File: src/rtl/crossbar_rr_pkg.sv
// Shared packet type and width helpers for the round-robin packet crossbar.
package crossbar_rr_pkg;

  localparam int unsigned MaxNodes = 16;
  localparam int unsigned SrcW     = 4;
  // One bit wider than a node index so out-of-range destinations stay distinguishable.
  localparam int unsigned DestW    = 5;
  localparam int unsigned PayloadW = 16;

  typedef struct packed {
    logic [SrcW-1:0]     src;
    logic [DestW-1:0]    dest;
    logic [PayloadW-1:0] payload;
  } pkt_t;

  // Index width for n entries (NODE_W); never zero so single-bit selects stay legal.
  function automatic int unsigned node_w(input int unsigned n);
    return (n > 1) ? $clog2(n) : 1;
  endfunction

endpackage

File: src/rtl/crossbar_rr_arbiter.sv
// Round-robin arbiter: first requester at or after the pointer wins; pointer moves past the winner.
module crossbar_rr_arbiter
  import crossbar_rr_pkg::*;
#(
  parameter int unsigned N = 4
) (
  input  logic                 clk,
  input  logic                 rst,
  input  logic [N-1:0]         req,
  input  logic                 advance,
  output logic [N-1:0]         gnt_onehot,
  output logic [node_w(N)-1:0] gnt_idx,
  output logic                 any_gnt
);

  localparam int unsigned IdxW = node_w(N);

  logic [IdxW-1:0] ptr_q, ptr_d;
  logic [IdxW:0]   cand;

  always_comb begin
    gnt_onehot = '0;
    gnt_idx    = '0;
    any_gnt    = 1'b0;
    cand       = '0;
    for (int unsigned k = 0; k < N; k++) begin
      cand = {1'b0, ptr_q} + (IdxW+1)'(k);
      if (cand >= (IdxW+1)'(N)) begin
        cand = cand - (IdxW+1)'(N);
      end
      if (!any_gnt && req[cand[IdxW-1:0]]) begin
        any_gnt                     = 1'b1;
        gnt_idx                     = cand[IdxW-1:0];
        gnt_onehot[cand[IdxW-1:0]] = 1'b1;
      end
    end
  end

  // Explicit wrap so non-power-of-two node counts rotate correctly.
  always_comb begin
    ptr_d = ptr_q;
    if (advance && any_gnt) begin
      ptr_d = (gnt_idx == IdxW'(N - 1)) ? '0 : gnt_idx + IdxW'(1);
    end
  end

  always_ff @(posedge clk or posedge rst) begin
    if (rst) begin
      ptr_q <= '0;
    end else begin
      ptr_q <= ptr_d;
    end
  end

endmodule

File: src/rtl/crossbar_rr.sv
// N x N packet crossbar: per-input FIFOs, per-output round-robin arbiters and registered
// valid/ready output slots; heads with an out-of-range destination are dropped and counted.
module crossbar_rr
  import crossbar_rr_pkg::*;
#(
  parameter int unsigned NUM_NODES  = 4,
  parameter int unsigned FIFO_DEPTH = 8,
  parameter int unsigned CNT_W      = 16
) (
  input  logic                       clk,
  input  logic                       rst,
  input  pkt_t [NUM_NODES-1:0]       pkt_in,
  input  logic [NUM_NODES-1:0]       pkt_in_valid,
  output logic [NUM_NODES-1:0]       pkt_in_ready,
  output pkt_t [NUM_NODES-1:0]       pkt_out,
  output logic [NUM_NODES-1:0]       pkt_out_valid,
  input  logic [NUM_NODES-1:0]       pkt_out_ready,
  output logic [CNT_W-1:0]           drop_count
);

  localparam int unsigned IdxW  = node_w(NUM_NODES);
  localparam int unsigned PtrW  = node_w(FIFO_DEPTH);
  localparam int unsigned CntFW = PtrW + 1;

  pkt_t                 head      [NUM_NODES];
  logic [NUM_NODES-1:0] gnt_by_in [NUM_NODES];
  logic [NUM_NODES-1:0] empty, full, push, pop, bad;

  for (genvar i = 0; i < NUM_NODES; i++) begin : g_fifo
    pkt_t             mem_q [FIFO_DEPTH];
    logic [PtrW-1:0]  wr_q, rd_q;
    logic [CntFW-1:0] cnt_q;

    assign empty[i]        = (cnt_q == '0);
    assign full[i]         = (cnt_q == CntFW'(FIFO_DEPTH));
    assign pkt_in_ready[i] = ~full[i];
    assign push[i]         = pkt_in_valid[i] & ~full[i];
    assign head[i]         = mem_q[rd_q];
    assign bad[i]          = ~empty[i] & (head[i].dest >= DestW'(NUM_NODES));
    // At most one output can claim a given head, so pops never double up.
    assign pop[i]          = (|gnt_by_in[i]) | bad[i];

    always_ff @(posedge clk or posedge rst) begin
      if (rst) begin
        wr_q  <= '0;
        rd_q  <= '0;
        cnt_q <= '0;
      end else begin
        if (push[i]) wr_q <= wr_q + PtrW'(1);
        if (pop[i])  rd_q <= rd_q + PtrW'(1);
        case ({push[i], pop[i]})
          2'b10:   cnt_q <= cnt_q + CntFW'(1);
          2'b01:   cnt_q <= cnt_q - CntFW'(1);
          default: cnt_q <= cnt_q;
        endcase
      end
    end

    always_ff @(posedge clk) begin
      if (push[i]) mem_q[wr_q] <= pkt_in[i];
    end
  end

  for (genvar o = 0; o < NUM_NODES; o++) begin : g_out
    logic [NUM_NODES-1:0] req_o, gnt_raw, gnt_o;
    logic [IdxW-1:0]      gnt_idx_o;
    logic                 any_o, free_o, valid_q;
    pkt_t                 out_q;

    for (genvar i = 0; i < NUM_NODES; i++) begin : g_req
      assign req_o[i]        = ~empty[i] & (head[i].dest == DestW'(o));
      assign gnt_by_in[i][o] = gnt_o[i];
    end

    assign free_o = ~valid_q | pkt_out_ready[o];
    assign gnt_o  = gnt_raw & {NUM_NODES{free_o}};

    crossbar_rr_arbiter #(
      .N(NUM_NODES)
    ) u_arb (
      .clk        (clk),
      .rst        (rst),
      .req        (req_o),
      .advance    (free_o),
      .gnt_onehot (gnt_raw),
      .gnt_idx    (gnt_idx_o),
      .any_gnt    (any_o)
    );

    always_ff @(posedge clk or posedge rst) begin
      if (rst) begin
        valid_q <= 1'b0;
        out_q   <= '0;
      end else if (free_o && any_o) begin
        valid_q <= 1'b1;
        out_q   <= head[gnt_idx_o];
      end else if (pkt_out_ready[o]) begin
        valid_q <= 1'b0;
      end
    end

    assign pkt_out[o]       = out_q;
    assign pkt_out_valid[o] = valid_q;
  end

  logic [CNT_W-1:0] drop_q;
  logic [CNT_W:0]   drop_sum;

  always_comb begin
    drop_sum = {1'b0, drop_q} + (CNT_W+1)'($countones(bad));
  end

  always_ff @(posedge clk or posedge rst) begin
    if (rst) begin
      drop_q <= '0;
    end else if (|bad) begin
      drop_q <= drop_sum[CNT_W] ? '1 : drop_sum[CNT_W-1:0];
    end
  end

  assign drop_count = drop_q;

endmodule

File: config.mk
export PLATFORM = sky130hd
export DESIGN_NAME = crossbar_rr
export DESIGN_NICKNAME = d
export VERILOG_FILES = /design/src/rtl/crossbar_rr_pkg.sv /design/src/rtl/crossbar_rr_arbiter.sv /design/src/rtl/crossbar_rr.sv
export SDC_FILE = /design/constraint.sdc
export NUM_CORES = 1
export LEC_CHECK = 0
export ABC_AREA = 1
export BUFFER_PORTS_ARGS = -buffer_cell sky130_fd_sc_hd__clkbuf_2
export CAP_MARGIN = 20
export CORE_UTILIZATION = 55
export CTS_CLUSTER_DIAMETER = 150
export DETAILED_ROUTE_END_ITERATION = 8
export PLACE_DENSITY_LB_ADDON = 0.25
export SLEW_MARGIN = 25
export SYNTH_ARGS = -nofsm -noshare
export SYNTH_HDL_FRONTEND = slang
export SYNTH_SLANG_ARGS = --single-unit
export TNS_END_PERCENT = 1
File: constraint.sdc
create_clock -name clk -period 9.85 [get_ports clk]
set_input_delay 1.97 -clock clk [delete_from_list [all_inputs] [get_ports clk]]
set_output_delay 1.97 -clock clk [all_outputs]
set_load 0.005 [all_outputs]
==> results by group, run 1 <==
CTS
  • Post-CTS setup buffers: 0
  • Total CTS buffers: 98
  • Post-CTS sizing: 0
  • # H-tree levels: 3
  • Hold buffers post-CTS: 0
  • Reg clk slew, reported paths: 0.06 ns
  • Max clock buf depth: 3
  • Clk root buf: clkbuf_16
  • CTS tree: done
  • Clock latency on the worst-skew pair: roughly 0.68 ns
  • CTS Sinks: just under 1000

Floorplan
  • Initial Util: 55.8%
  • Die ar.: 0.0801 mm2
  • Std cell rows: 102
  • Die Y: between 200 and 300 um
  • Core area: 0.0778 mm2
  • I/O pin cnt: roughly 230
  • Die Wd: 283 um

Synthesis
  • EDFF count, synth: 800
  • Mapped Nets: 4378
  • Asr flop ratio synth: ~17%
  • Yosys warns: 0
  • Post-Synth Simple-Gate Area: 19.6%
  • Top cells by area, synth: edfxtp_1 55%, dfrtp_1 9.7%, nand2_1 8.2%
  • Synth area leader: edfxtp_1
  • Compound-Gate Fraction of Synth Area: between 8 and 9%
  • Unique masters post-synth: 44
  • Average size of a mapped cell: 10.3 um2
  • Yosys reg bits: slightly below 1000
  • Synth Area in Adders: 1.73%
  • Mapped Area: 0.0434 mm2
  • Mux cell area share after synthesis: 0%
  • Post-synthesis sequential area ratio: 65.0%
  • Main synth FF type: edfxtp_1
  • Area share of xor/xnor cells in the synthesized design: 0.444%
  • Share of the synthesized area in the top cell type: 55.3%
  • Synth Instances: roughly 4200
  • Largest family of logic cells by synthesized area: simple AND/OR/NAND/NOR gates

Routing
  • Vias per cell: roughly 5.9
  • Routed WL per cell: 21.4 um
  • Detailed-route via count: 32300
  • Iter 0 DRT Violations: approximately 4000
  • DRC Markers: 0
  • First drt pass iteration count: 6
  • Antenna viol nets, final: 0
  • Final WL: approximately 120000 um

Final layout
  • Nets@finish: 4550
  • Proportion of layout cells with a drive suffix above 1: approximately 12%
  • P&R area growth vs syn: 12.2%
  • Layout fillers: 6172

Worst setup path
  • CP Launch Type: flip-flop
  • Worst path slowest cell: buf_4
  • WP data required: 10.39 ns
  • Crit-path most repeated cell: nand2_1
  • Critical path class: flip-flop to flip-flop
  • Worst path arrival time: between 6 and 7 ns
  • Critical path endpoint category: flip-flop
  • CP Max Fanout: 81
  • Crit-path max cell delay: 0.71 ns

Timing
  • Final Hold Violating Endpoints: 0
  • RSZ-0062 raised after global routing: false
  • Worst Skew: between 0.02 and 0.025 ns
  • Worst Max-Slew Pin Slew: 1.25 ns
  • Max Slew Vio Count: 0
  • Max_slew headroom: 15.9%
  • Fmax: between 150 and 200 MHz
  • Final setup vio count: 0
  • Post-layout minimum cycle time: 5.59 ns
  • Final period util: ~57%
  • Setup TNS: 0 ns

GRT
  • GR Overflow Total: 0
  • Antenna violations before repair: 6
  • First-pass GRT wire length: ~180000 um
  • Vias in the first global route: 30300
  • Gr usage total: 29.1%
  • Largest net degree at the start of global routing: 110

Status
  • Outcome: complete, no violations

Placed design
  • # port buffers: 233
  • Final GP Congestion: between 0.9 and 1
  • Post-DP HPWL: between 70000 and 80000 um

Flow run
  • Max cap viols: 0

Worst hold path
  • Worst Hold Class: flip-flop to flip-flop
## registers in the layout, summed over array words and instances (netlist names)
signal,count
g_out.u_arb.ptr_q,8
drop_count,16
pkt_out,100
g_out.valid_q,4
g_fifo.mem_q,800
g_fifo.wr_q,12
g_fifo.rd_q,12
g_fifo.cnt_q,16
## stage by stage
stage / std cells / instance area (um2) / setup slack (ns) / hold slack, ns / utilization, %
floorplan: 4212 / 43400 / 3.33 / 0.458 / -
global placement: 5324 / 45400 / 4.58 / 0.451 / 58.4
detailed placement: 5324 / 45400 / 4.42 / 0.454 / 58.4
CTS: 5509 / 48700 / 4.38 / 0.467 / 62.6
global route: 5515 / 48800 / 3.84 / 0.484 / 62.6
finish: 5515 / 48800 / 4.26 / 0.467 / 62.6
## placed cells by master (no fill, tap or decap), types with 7 or more instances in the layout
cell and n:
a21oi_1 12, buf_4 75, bufinv_16 9, clkbuf_1 16, clkbuf_16 102, clkbuf_2 233, clkbuf_8 7, clkinv_1 21
clkinv_2 17, clkinv_4 7, dfrtp_1 164, edfxtp_1 800, fa_1 7, ha_1 49, inv_1 211, inv_2 14
nand2_1 945, nand2_2 16, nand3_1 520, nor2_1 488, nor2_2 35, nor2_4 7, o21ai_0 433, o21ai_1 34
o221ai_1 80, o22ai_1 80, xor2_1 17
## worst max-delay path, delay by kind of cell (launching register included)
family                   cells  cell delay, ns
XOR/XNOR                     1            0.15
buffers and inverters        2            1.11
AND/OR/NAND/NOR             22            2.61
adder cells (fa/ha/maj)      2            0.60
AO/OA/AOI/OAI                1            0.24
flip-flops                   1            0.69
## cells in the mapped netlist (7+ instances only)
library cell and n:
o21ai_1 25, a21oi_1 12, o21ai_0 442, buf_1 7, buf_2 80, nor2_4 7
xor2_1 17, nand2_1 945, clkbuf_1 120, buf_4 20, inv_1 214, nand3_1 520
o22ai_1 80, buf_6 8, edfxtp_1 800, dfrtp_1 168, nor2_1 520, o221ai_1 80
fa_1 7, ha_1 49, nand2_2 16, inv_2 13
## kinds of logic (layout without fill, tap and decap cells)
family,after synthesis,after routing
compound gates,658,658
fa+ha+maj,56,56
flops,968,968
xor+xnor,22,22
buf+inv,468,725
simple gates,2040,2040
other cells,0,6
## cell type report
type | instances | area (um2) | share of cell area [%]
Clock inverter | 60 | 591 | 1.21
Antenna cell | 6 | 15.0 | 0.0308
Sequential cell | 968 | 28200 | 57.9
Clock buffer | 125 | 2710 | 5.56
Multi-Input combinational cell | 2776 | 13300 | 27.3
Tap cell | 1040 | 1300 | 2.67
Timing Repair Buffer | 308 | 1730 | 3.55
Inverter | 232 | 882 | 1.81
## per-layer routing
layer / track usage, % / vias up / share of wire, %
met5: 0 / - / 0
li1: - / 15000 / -
met3: 5.14 / 305 / 8.8
met1: 38.8 / 15400 / 39
met2: 46.0 / 1559 / 47
met4: 15.0 / 0 / 5.2
## final timing paths
path                                        start            endpoint  slack [ns]  cells past startpoint
min in group asynchronous                     rst         pkt_out[17]        1.48                      2
worst max register to register  g_fifo[3].rd_q[0]  g_fifo[0].cnt_q[3]        4.26                     28
max in group asynchronous                     rst   g_fifo[1].rd_q[0]        6.96                      3
worst min-delay path                  pkt_out[92]         pkt_out[92]        0.47                      1
worst min register to register        pkt_out[92]         pkt_out[92]        0.47                      1
worst max-delay path            g_fifo[3].rd_q[0]  g_fifo[0].cnt_q[3]        4.26                     28
Power of run 1 is left out: the tool's default activity adds up to more than one toggle a clock period on the data nets, which glitch-free logic cannot reach.
==> inputs of run 2 (changes only) <==
==> constraint.sdc (replaced) <==
create_clock -name clk -period 4.85 [get_ports clk]
set_input_delay 0.97 -clock clk [delete_from_list [all_inputs] [get_ports clk]]
set_output_delay 0.97 -clock clk [all_outputs]
set_load 0.005 [all_outputs]
==> results by group, run 2 (synthesis gave the netlist of run 1 again) <==
Status
  • Outcome: complete, no violations

Worst setup path
  • CP Max Fanout: 13 (-84%)
  • R2R Setup Slk: 0.41 ns (-3.85 ns)
  • Reg2reg end: g_fifo[0].cnt_q[3]
  • WP data required: 5.42 ns (-4.97 ns)
  • Worst path slowest cell: dfrtp_2
  • Crit path launch: g_fifo[0].rd_q[0]
  • WP depth: 28 (unchanged)
  • Largest delay share family, worst path: simple AND/OR/NAND/NOR gates
  • CP Launch Type: flip-flop
  • Worst path arrival time: 5.01 ns (-1.12 ns)
  • Crit-path max cell delay: 0.51 ns (-0.20 ns)
  • Critical Path Sink: g_fifo[0].cnt_q[3]
  • Critical path endpoint category: flip-flop
  • Critical path class: flip-flop to flip-flop
  • CP Buf/Inv Count: 1 (-1)
  • R2R depth: 28 (unchanged)
  • FF-to-FF Start: g_fifo[0].rd_q[0]

Timing
  • Setup slack after layout: 0.409 ns (-3.85 ns)
  • Final setup vio count: 0 (unchanged)
  • Final Hold Violating Endpoints: 0 (unchanged)
  • Max_slew headroom: 13.6% (-2.3 points)
  • Post-layout minimum cycle time: 4.44 ns (-1.15 ns)
  • Max Slew Vio Count: 0 (unchanged)
  • Fmax: 225 MHz (+26%)
  • Final period util: 91.6% (+35 points)
  • Worst Max-Slew Pin Slew: 1.28 ns (+0.0339 ns)
  • Worst Skew: 0.0392 ns (+0.0175 ns)
  • Setup TNS: 0 ns (unchanged)
  • RSZ-0062 raised after global routing: true

Final layout
  • Nets@finish: 4574 (+0.53%)
  • Biggest register: g_fifo.mem_q
  • P&R area growth vs syn: 12.6%
  • Proportion of layout cells with a drive suffix above 1: 12.9% (+0.39 points)
  • Most common cell after layout, fill and taps aside: nand2_1
  • Layout fillers: 6164 (-0.13%)
  • Multi-input gate area: 0.0133 mm2 (+0.13%)
  • Final Util: 62.8% (+0.21 points)
  • Most frequent cells in the layout: 945 x nand2_1, 800 x edfxtp_1, 520 x nand3_1
  • FF/Latch Area: 0.0282 mm2 (about the same)
  • Max reg flops: 800 (unchanged)
  • Non-Filler Instances: 5534 (+0.34%)

Floorplan
  • Die Y: 283 um (unchanged)
  • I/O pin cnt: 234 (unchanged)
  • Die ar.: 0.0801 mm2 (unchanged)
  • Die Wd: 283 um (unchanged)
  • Core area: 0.0778 mm2 (unchanged)
  • Initial Util: 55.8% (unchanged)
  • Std cell rows: 102 (unchanged)

Routing
  • Top Metal Used: met5
  • Antenna viol nets, final: 0 (unchanged)
  • Routed WL per cell: 21.4 um (about the same)
  • Final WL: 118000 um (+0.27%)
  • First drt pass iteration count: 9 (+3)
  • DRC Markers: 0 (unchanged)
  • Metal-1 WL: 46300 um (+0.69%)
  • Wire length on met3: 9740 um (-6.1%)
  • Vias per cell: 5.86 (+0.18%)
  • Iter 0 DRT Violations: 3830 (-2.8%)
  • Detailed-route via count: 32400 (+0.52%)
  • Metal2 WL: 57000 um (+2.9%)

Placed design
  • Post-DP HPWL: 74800 um (+1.3%)
  • Number of placed cells counting well taps: 5344 (+0.38%)
  • # port buffers: 233 (unchanged)
  • Final GP Congestion: 0.936 (-0.96%)
  • Pre-CTS setup slack: 0.191 ns (-4.23 ns)

GRT
  • Gr usage total: 29.1% (about the same)
  • Antenna violations before repair: 5 (-1)
  • Vias in the first global route: 30500 (+0.40%)
  • GR Overflow Total: 0 (unchanged)
  • First-pass GRT wire length: 179000 um (about the same)
  • Largest net degree at the start of global routing: 106 (-3.6%)

CTS
  • Total CTS buffers: 98 (unchanged)
  • CTS Sinks: 968 (unchanged)
  • Hold buffers post-CTS: 0 (unchanged)
  • Clk root buf: clkbuf_16
  • Reg clk slew, reported paths: 0.06 ns (about the same)
  • # H-tree levels: 3 (unchanged)
  • CTS tree: done
  • Max clock buf depth: 3 (unchanged)
  • Clock latency on the worst-skew pair: 0.69 ns (about the same)

Flow run
  • Max cap viols: 0 (unchanged)

Worst hold path
  • Worst Hold Class: input port to asynchronous set/reset pin
-- run 2: cell count changes in the layout (fill, tap and decap cells not counted), sizes merged --
cell      change
bufinv        -1
inv           -2
clkinvlp      +4
diode         -2
clkbuf        +6
clkinv       -10
buf          +24
-- run 2: metrics by stage --
step	hold WS, ns	area (um2)
floorplan	0.458	43400
global placement	0.445	45600
detailed placement	0.451	45600
CTS	0.407	48800
global route	0.457	48900
finish	0.400	48900
-- run 2: routing by layer --
metal / global-route usage [%] / up-vias
li1: - / 15000
met1: 38.8 / 15600
met2: 47.2 / 1555
met3: 4.34 / 287
met4: 13.8 / 2
met5: 0 / -
-- run 2: how the worst min path moves through the flow --
stage	from	endpoint	slack, ns	cells past startpoint
after floorplan	pkt_out[91]	pkt_out[91]	0.46	1
after global placement	pkt_out[92]	pkt_out[92]	0.45	1
after detailed placement	pkt_out[91]	pkt_out[91]	0.45	1
after CTS	rst	g_fifo[0].rd_q[2]	0.41	2
after global routing	rst	g_fifo[0].rd_q[2]	0.46	2
final	rst	g_fifo[0].rd_q[2]	0.40	2
-- run 2: layout make-up --
class                           count  share of cell area [%]
Antenna cell                        4                  0.0205
Clock buffer                      131                    5.37
Clock inverter                     51                    1.25
Inverter                          232                    1.82
Multi-Input combinational cell   2776                    27.2
Sequential cell                   968                    57.7
Tap cell                         1040                    2.66
Timing Repair Buffer              332                    3.94
-- run 2: worst reg2reg max path: cells and delay by family (launching register included) --
kind | cells | cell delay (ns)
compound gates | 2 | 0.35
flops | 1 | 0.51
simple gates | 22 | 2.54
fa+ha+maj | 2 | 0.57
buf+inv | 1 | 0.24
xor+xnor | 1 | 0.14
-- run 2: timing repair --
item | in CTS | in global routing
resized for setup | 0 | 13
setup endpoints to repair | 0 | 12
setup buffers | 0 | 4
Power of run 2 is left out for the same reason.
